==> config.mk <==
export PLATFORM = sky130hd
export DESIGN_NAME = stim_resp_driver
export DESIGN_NICKNAME = d
export VERILOG_FILES = /design/src/rtl/stim_resp_driver.sv
export SDC_FILE = /design/constraint.sdc
export NUM_CORES = 1
export LEC_CHECK = 0
export CORE_MARGIN = 3
export CORE_UTILIZATION = 42
export CTS_CLUSTER_DIAMETER = 60
export CTS_CLUSTER_SIZE = 25
export DETAILED_ROUTE_END_ITERATION = 10
export PLACE_DENSITY = 0.76
export SKIP_LAST_GASP = 1
export SYNTH_ARGS = -nofsm -noshare
export SYNTH_HDL_FRONTEND = slang
export SYNTH_SLANG_ARGS = --single-unit
export TNS_END_PERCENT = 5
==> constraint.sdc <==
create_clock -name clk -period 1.7 [get_ports clk]
set_clock_uncertainty 0.05 [all_clocks]
set_input_delay 0.34 -clock clk [delete_from_list [all_inputs] [get_ports clk]]
set_output_delay 0.34 -clock clk [all_outputs]
set_load 0.03 [all_outputs]
==> src/rtl/stim_resp_driver.sv <==
// stim_resp_driver
//   Drives one stimulus word at a time onto a combinational datapath under
//   test. It holds the word for a fixed settle time, samples the response and
//   hands {stimulus, response} downstream. Every captured vector is also
//   folded into a MISR signature and counted.
//
//   Handshake rule, used on both the s_* and m_* sides: a word transfers on a
//   rising clk edge where valid and ready are both high. valid, once raised,
//   holds its data stable until that edge.
//
// Ports
//   clk, rst   : clock, synchronous active-high reset
//   s_valid/s_ready/s_data : stimulus input stream
//   drv_data   : stimulus held on the datapath input
//   dut_resp   : datapath output
//   m_valid/m_ready/m_data : result stream {stimulus, response}
//   sig_clr    : clears signature and vec_count on the next edge
//   signature  : running MISR
//   vec_count  : completed vectors, saturating
//   busy       : controller is not idle
module stim_resp_driver #(
   parameter int              IN_W          = 12,
   parameter int              OUT_W         = 3,
   parameter int              SETTLE_CYCLES = 2,
   parameter int              SIG_W         = 16,
   parameter logic [SIG_W-1:0] SIG_SEED     = 16'hFFFF
) (
   input  logic                   clk,
   input  logic                   rst,
   input  logic                   s_valid,
   output logic                   s_ready,
   input  logic [IN_W-1:0]        s_data,
   output logic [IN_W-1:0]        drv_data,
   input  logic [OUT_W-1:0]       dut_resp,
   output logic                   m_valid,
   input  logic                   m_ready,
   output logic [IN_W+OUT_W-1:0]  m_data,
   input  logic                   sig_clr,
   output logic [SIG_W-1:0]       signature,
   output logic [15:0]            vec_count,
   output logic                   busy
);

   localparam logic [1:0] IDLE   = 2'd0;
   localparam logic [1:0] SETTLE = 2'd1;
   localparam logic [1:0] RESP   = 2'd2;

   // Counter only needs to reach SETTLE_CYCLES-1.
   localparam int              CNT_W    = (SETTLE_CYCLES > 1) ? $clog2(SETTLE_CYCLES) : 1;
   localparam logic [CNT_W-1:0] CNT_LAST = CNT_W'(SETTLE_CYCLES - 1);

   localparam int VEC_W = IN_W + OUT_W;

   logic [1:0]       state;
   logic [CNT_W-1:0] cnt;
   logic             accept;
   logic             capture;
   logic [VEC_W-1:0] vec;
   logic             fb;
   logic [SIG_W-1:0] sig_next;

   // s_ready never looks at s_valid; in RESP it follows m_ready so a retiring
   // result and a new stimulus can share one edge.
   always_comb begin
      s_ready = 1'b0;
      case (state)
         IDLE:    s_ready = 1'b1;
         RESP:    s_ready = m_ready;
         default: s_ready = 1'b0;
      endcase
   end

   assign accept  = s_valid & s_ready;
   assign capture = (state == SETTLE) && (cnt == CNT_LAST);
   assign busy    = (state != IDLE);

   assign vec      = {drv_data, dut_resp};
   assign fb       = signature[SIG_W-1] ^ signature[SIG_W-2] ^ signature[SIG_W-4] ^ signature[3];
   assign sig_next = {signature[SIG_W-2:0], fb} ^ SIG_W'(vec);

   // Controller: drv_data only loads on an accept, so it is frozen in SETTLE.
   always_ff @(posedge clk) begin
      if (rst) begin
         state    <= IDLE;
         cnt      <= '0;
         drv_data <= '0;
         m_valid  <= 1'b0;
         m_data   <= '0;
      end else begin
         case (state)
            IDLE: begin
               if (accept) begin
                  drv_data <= s_data;
                  cnt      <= '0;
                  state    <= SETTLE;
               end
            end
            SETTLE: begin
               cnt <= cnt + 1'b1;
               if (capture) begin
                  m_data  <= vec;
                  m_valid <= 1'b1;
                  state   <= RESP;
               end
            end
            RESP: begin
               if (m_ready) begin
                  m_valid <= 1'b0;
                  if (s_valid) begin
                     drv_data <= s_data;
                     cnt      <= '0;
                     state    <= SETTLE;
                  end else begin
                     state <= IDLE;
                  end
               end
            end
            default: begin
               state   <= IDLE;
               m_valid <= 1'b0;
            end
         endcase
      end
   end

   // Signature and vector count. A clear overrides a capture on the same edge.
   always_ff @(posedge clk) begin
      if (rst) begin
         signature <= SIG_SEED;
         vec_count <= '0;
      end else if (sig_clr) begin
         signature <= SIG_SEED;
         vec_count <= '0;
      end else if (capture) begin
         signature <= sig_next;
         if (vec_count != 16'hFFFF) begin
            vec_count <= vec_count + 16'd1;
         end
      end
   end

endmodule

### Word level (Yosys, flattened, before mapping)

Cells that the tools add are included.

* bits of input ports: 20
* register bits after elaboration: 63
* output and inout port bits: 62
* RAM bits: 0
* memories kept: 0
* bits in latches: 0
* word-level logic and storage cells: 51
* ROM bits: 0

* order comparisons: 0
* div/mod/pow operators: 0
* mux-type cells: 17
* $mul: 0
* shift-type cells: 0
* add/sub/neg operators: 2
* bitwise gates (word level): 6
* reduce and logical (&&, ||, !) cells: 12
* equality and inequality tests: 7

Operators by type and width (count)
* 2-to-1 mux 12 bit: 3
* case mux 12 bit (2 select lines): 1
* adder 16 x 1 -> 16 bit (second input constant): 1
* inequality test 16 bit (second input constant): 1
* XOR 16 x 15 -> 16 bit: 1
* inequality test 2 bit (second input constant): 4
* AND reduction 4 bit: 2
* 2-to-1 mux 1 bit: 6
* 2-to-1 mux 2 bit: 3
* case mux 1 bit (3 select lines): 2
* case mux 2 bit (3 select lines): 1
* AND reduction 3 bit: 2
* AND reduction 2 bit: 2
* nonzero test 2 bit: 2
* nonzero test 3 bit: 1
* XOR 1 bit: 3
* == test 2 x 1 -> 1 bit (second input constant): 1
* == test 2 bit (second input constant): 1
* logical NOT 2 bit: 1
* case mux 1 bit (2 select lines): 1
* OR reduction 2 bit: 1
* adder 1 bit (second input constant): 1
* bitwise AND 1 bit: 1
* logical AND 1 bit: 1
* inverter 1 bit: 1

### Depth between registers and ports, before layout

* depth after elaboration: 5
* gate-level depth with buffers: 7
* mapped depth without buffers: 5

### Worst setup path before layout

OpenSTA, ideal clock, no wires.

* path kind: register -> register
* start point: register vec_count[0]
* end point: register vec_count[10]
* cell stages (with the launch flop): 6
* slack: -0.083 ns
* path buffers: 0
* clock period less this slack: 1.783 ns
* data required time: 1.580 ns
* data arrival time: 1.663 ns
* cells stage by stage: dfxtp_1 -> ha_1 -> and4_1 -> nand3_1 -> or4_1 -> a21oi_1

* cells in the longest elaborated chain, start to end: 2
* elaborated cells on any way between the ends: 3
* those cells by class: 1 x add/sub; 1 x eq/ne; 1 x reduce/logical

RTL lines
* from (decl): RTL line 40 `output logic [15:0] vec_count,`
* from (signal assigned): RTL line 137 `vec_count <= vec_count + 16'd1;`
* parallel branches: the longest is 2 deep, another holds adder 16 x 1 -> 16 bit

Parallel ways; which one is timed is not known.
A chain may end at the register's enable or synchronous reset.

### Final worst setup path

* start point: register drv_data[11]
* end point: output port drv_data[11]

RTL lines
* from (decl): RTL line 33 `output logic [IN_W-1:0] drv_data,`
* from (signal assigned): RTL line 93 `drv_data <= s_data;`
* from (signal assigned): RTL line 110 `drv_data <= s_data;`

No word-level cell between the ends.

==> impl_metrics.toml <==
[clock_tree]
clkTransAtPathRegs_ns = 0.07
cts_sinks = 63
cts_buffers = 9
cts-root-buf = "clkbuf_8"
clockBufferDepth = 2
cts_tree = "yes"
holdBufCountCts = 0
clkLatencyLatePin_ns = 0.33
htree_levels = 3

[setup_path]
critPathTopFamily = "buffers and inverters"
critical_path_class = "reg2out"
start_kind = "register"
cp.arrival_ns = 1.47
cpMaxStageDelayCell = "clkdlybuf4s50_1"
path_buf_inv = 1
path_max_fanout = 4
crit_chain = "clkdlybuf4s50_1"
critPathMaxStageDelay_ns = 0.72
cp-end-kind = "output pin"
required_ns = 1.31

[place]
placed_cell_area_mm2 = 0.003725
numPortBuffers = 81
gp_congestion = 0.8419
place_ws_ns = -0.1295
place_hpwl_um = 5076

[route]
ant_nets = 0
remaining_drc_errors = 0
via_count = 2552
drt-initial-drc-count = 90
viasPerCell = 5.317
totalWireLength_um = 7189
drtPass1Iterations = 4
wl_per_cell_um = 14.98

[synthesis]
syn_avg_cell_area_um2 = 8.937
syn-cell-area_mm2 = 0.002699
ys_seq_area_share_pct = 46.73
yosys.area.top_type_share_pct = 46.73
yosysUniqueCellTypes = 45
synth_edf_count = 0
synth_flop_cell = "dfxtp_1"
synth_cells = 302
synth.most_common_cell = "dfxtp_1"
synth_fp_nets = 323
synth_top_cell_by_area = "dfxtp_1"
async_flop_share_pct = 0
synth_area_leaders = "dfxtp_1 47%, nand2_1 7.2%, a21oi_1 5.9%"
yosys-top-cells-count = "63 x dfxtp_1, 52 x nand2_1, 32 x a21oi_1, 19 x nor2_1, 17 x xnor2_1"
ys_warn_count = 0
synth_seq_cells = 63

[cells_and_area]
area_delta_synth_final_pct = 45.48
fill_cells = 503
multi_input_area_mm2 = 0.001320
final_nets = 421
drive_gt1_share_pct = 14.07
seq_area_mm2 = 0.001266
antenna_cells = 0
postLayoutCellArea_mm2 = 0.003926

[floorplanning]
core_area_mm2 = 0.006061
ios = 82
die_area_mm2 = 0.007424
row_count = 28
die_height_um = 86.16
initial_utilization_pct = 44.53
die_w_um = 86.16

[sta]
slew_viol_final = 0
finalWorstSetupSlack_ns = -0.1598
finalCritPeriodShare_pct = 109.4
fmax_mhz = 537.7
maxSlewHeadroom_pct = 76.19
whs_ns = 0.4062
setup_viol_count_final = 54
tightest_slew_ns = 0.3561
period_needed_ns = 1.860
rsz0062_at_grt = "true"
finalHoldViolCount = 0
setup_tns_ns = -4.775

[global_route]
antenna_found_initial = 0
grt_pass1_wl_um = 11790
grt_pass1_vias = 2465
overflow = 0
grt_use_total_pct = 20.31
grt_max_degree = 37

[pwr]
internal_power_w = 0.002408
p_leak_nw = 1.589
power_switching_share_pct = 25.66
clock_power_share_pct = 39.9
power_frac_comb_pct = 12.3
switching_power_w = 0.0008313
ir_drop_v = 0.0005910
powerDensity_mw_per_mm2 = 825.1
seqPwrFrac_pct = 47.9

[job]
maxCapViolCount = 0

[run_status]
outcome = "finished with violations"
failed_checks = "setup timing"

[worst_hold_path]
worstHoldPathType = "reg2reg"
path summary, 6_finish.rpt:
path / cells past startpoint / startpoint / endpoint / slack, ns
worst max-delay path: 1 / drv_data[11] / drv_data[11] / -0.16
worst min-delay path: 2 / m_data[7] / m_data[7] / 0.41
worst max register to register: 4 / vec_count[3] / vec_count[11] / 0.01
worst min register to register: 2 / m_data[7] / m_data[7] / 0.41
power groups by stage:
| stage | clock network, W | logic, W | registers [W] |
|---|---|---|---|
| 2_1_floorplan | 0 | 0.000165 | 0.00164 |
| 3_3_place_gp | 0 | 0.000393 | 0.00158 |
| 3_5_place_dp | 0 | 0.000398 | 0.00158 |
| 4_1_cts | 0.00131 | 0.000400 | 0.00155 |
| 5_1_grt | 0.00139 | 0.000428 | 0.00156 |
| 6_report | 0.00129 | 0.000397 | 0.00155 |
metal layers:
layer | global-route usage (%) | routed length, µm | share of wire, %
met1 | 25.43 | 3252 | 45
met2 | 30.69 | 3155 | 44
met3 | 7.685 | 597 | 8.3
met4 | 9.640 | 184 | 2.6
met5 | 0 | 0 | 0
stage by stage:
stage | total power [W] | cells | utilization (%)
global route | 0.003370 | 480 | 64.78
CTS | 0.003263 | 480 | 64.66
finish | 0.003240 | 480 | 64.78
detailed placement | 0.001981 | 464 | 61.46
global placement | 0.001975 | 464 | 61.46
floorplan | 0.001801 | 302 | -
cell type report:
class | instances | area share [%]
inverter | 3 | 0.2868
clock buffer | 10 | 3.505
clock inverter | 6 | 1.530
multi-input combinational | 215 | 33.62
tap | 75 | 2.390
sequential | 63 | 32.25
timing repair buffer | 108 | 26.42
cell families after synthesis:
logic type               count (synthesis)  synth area share [%]
flip-flops                              63                 46.73
multiplexers                            12                 4.451
AND/OR/NAND/NOR                        115                 22.21
XOR/XNOR                                18                 5.841
AO/OA/AOI/OAI                           69                 15.95
buffers and inverters                   24                 4.358
adder cells (fa/ha/maj)                  1                0.4635
cell usage in the layout (no fill, tap or decap), types with 10 or more instances in the layout:
master	instances
a21oi_1	32
buf_4	27
clkbuf_8	10
clkdlybuf4s50_1	73
dfxtp_1	59
mux2i_1	12
nand2_1	52
nor2_1	19
o211ai_1	16
xnor2_1	17
sequential cells by signal (all words and copies together) (netlist names):
signal     cells
drv_data      12
m_valid        1
state          2
signature     16
m_data        15
vec_count     16
cnt            1
timing repair:
action,CTS,global route
setup buffers,0,0
resized for setup,3,3
endpoints found under the setup margin,61,67
worst reg2reg max path, cell delays in order (launching register included):
cell,delay [ns]
dfxtp_1,0.44
and3_1,0.30
nand4_4,0.19
or4_1,0.49
a21oi_1,0.15
Note: power is estimated with default switching activity, not from simulation.
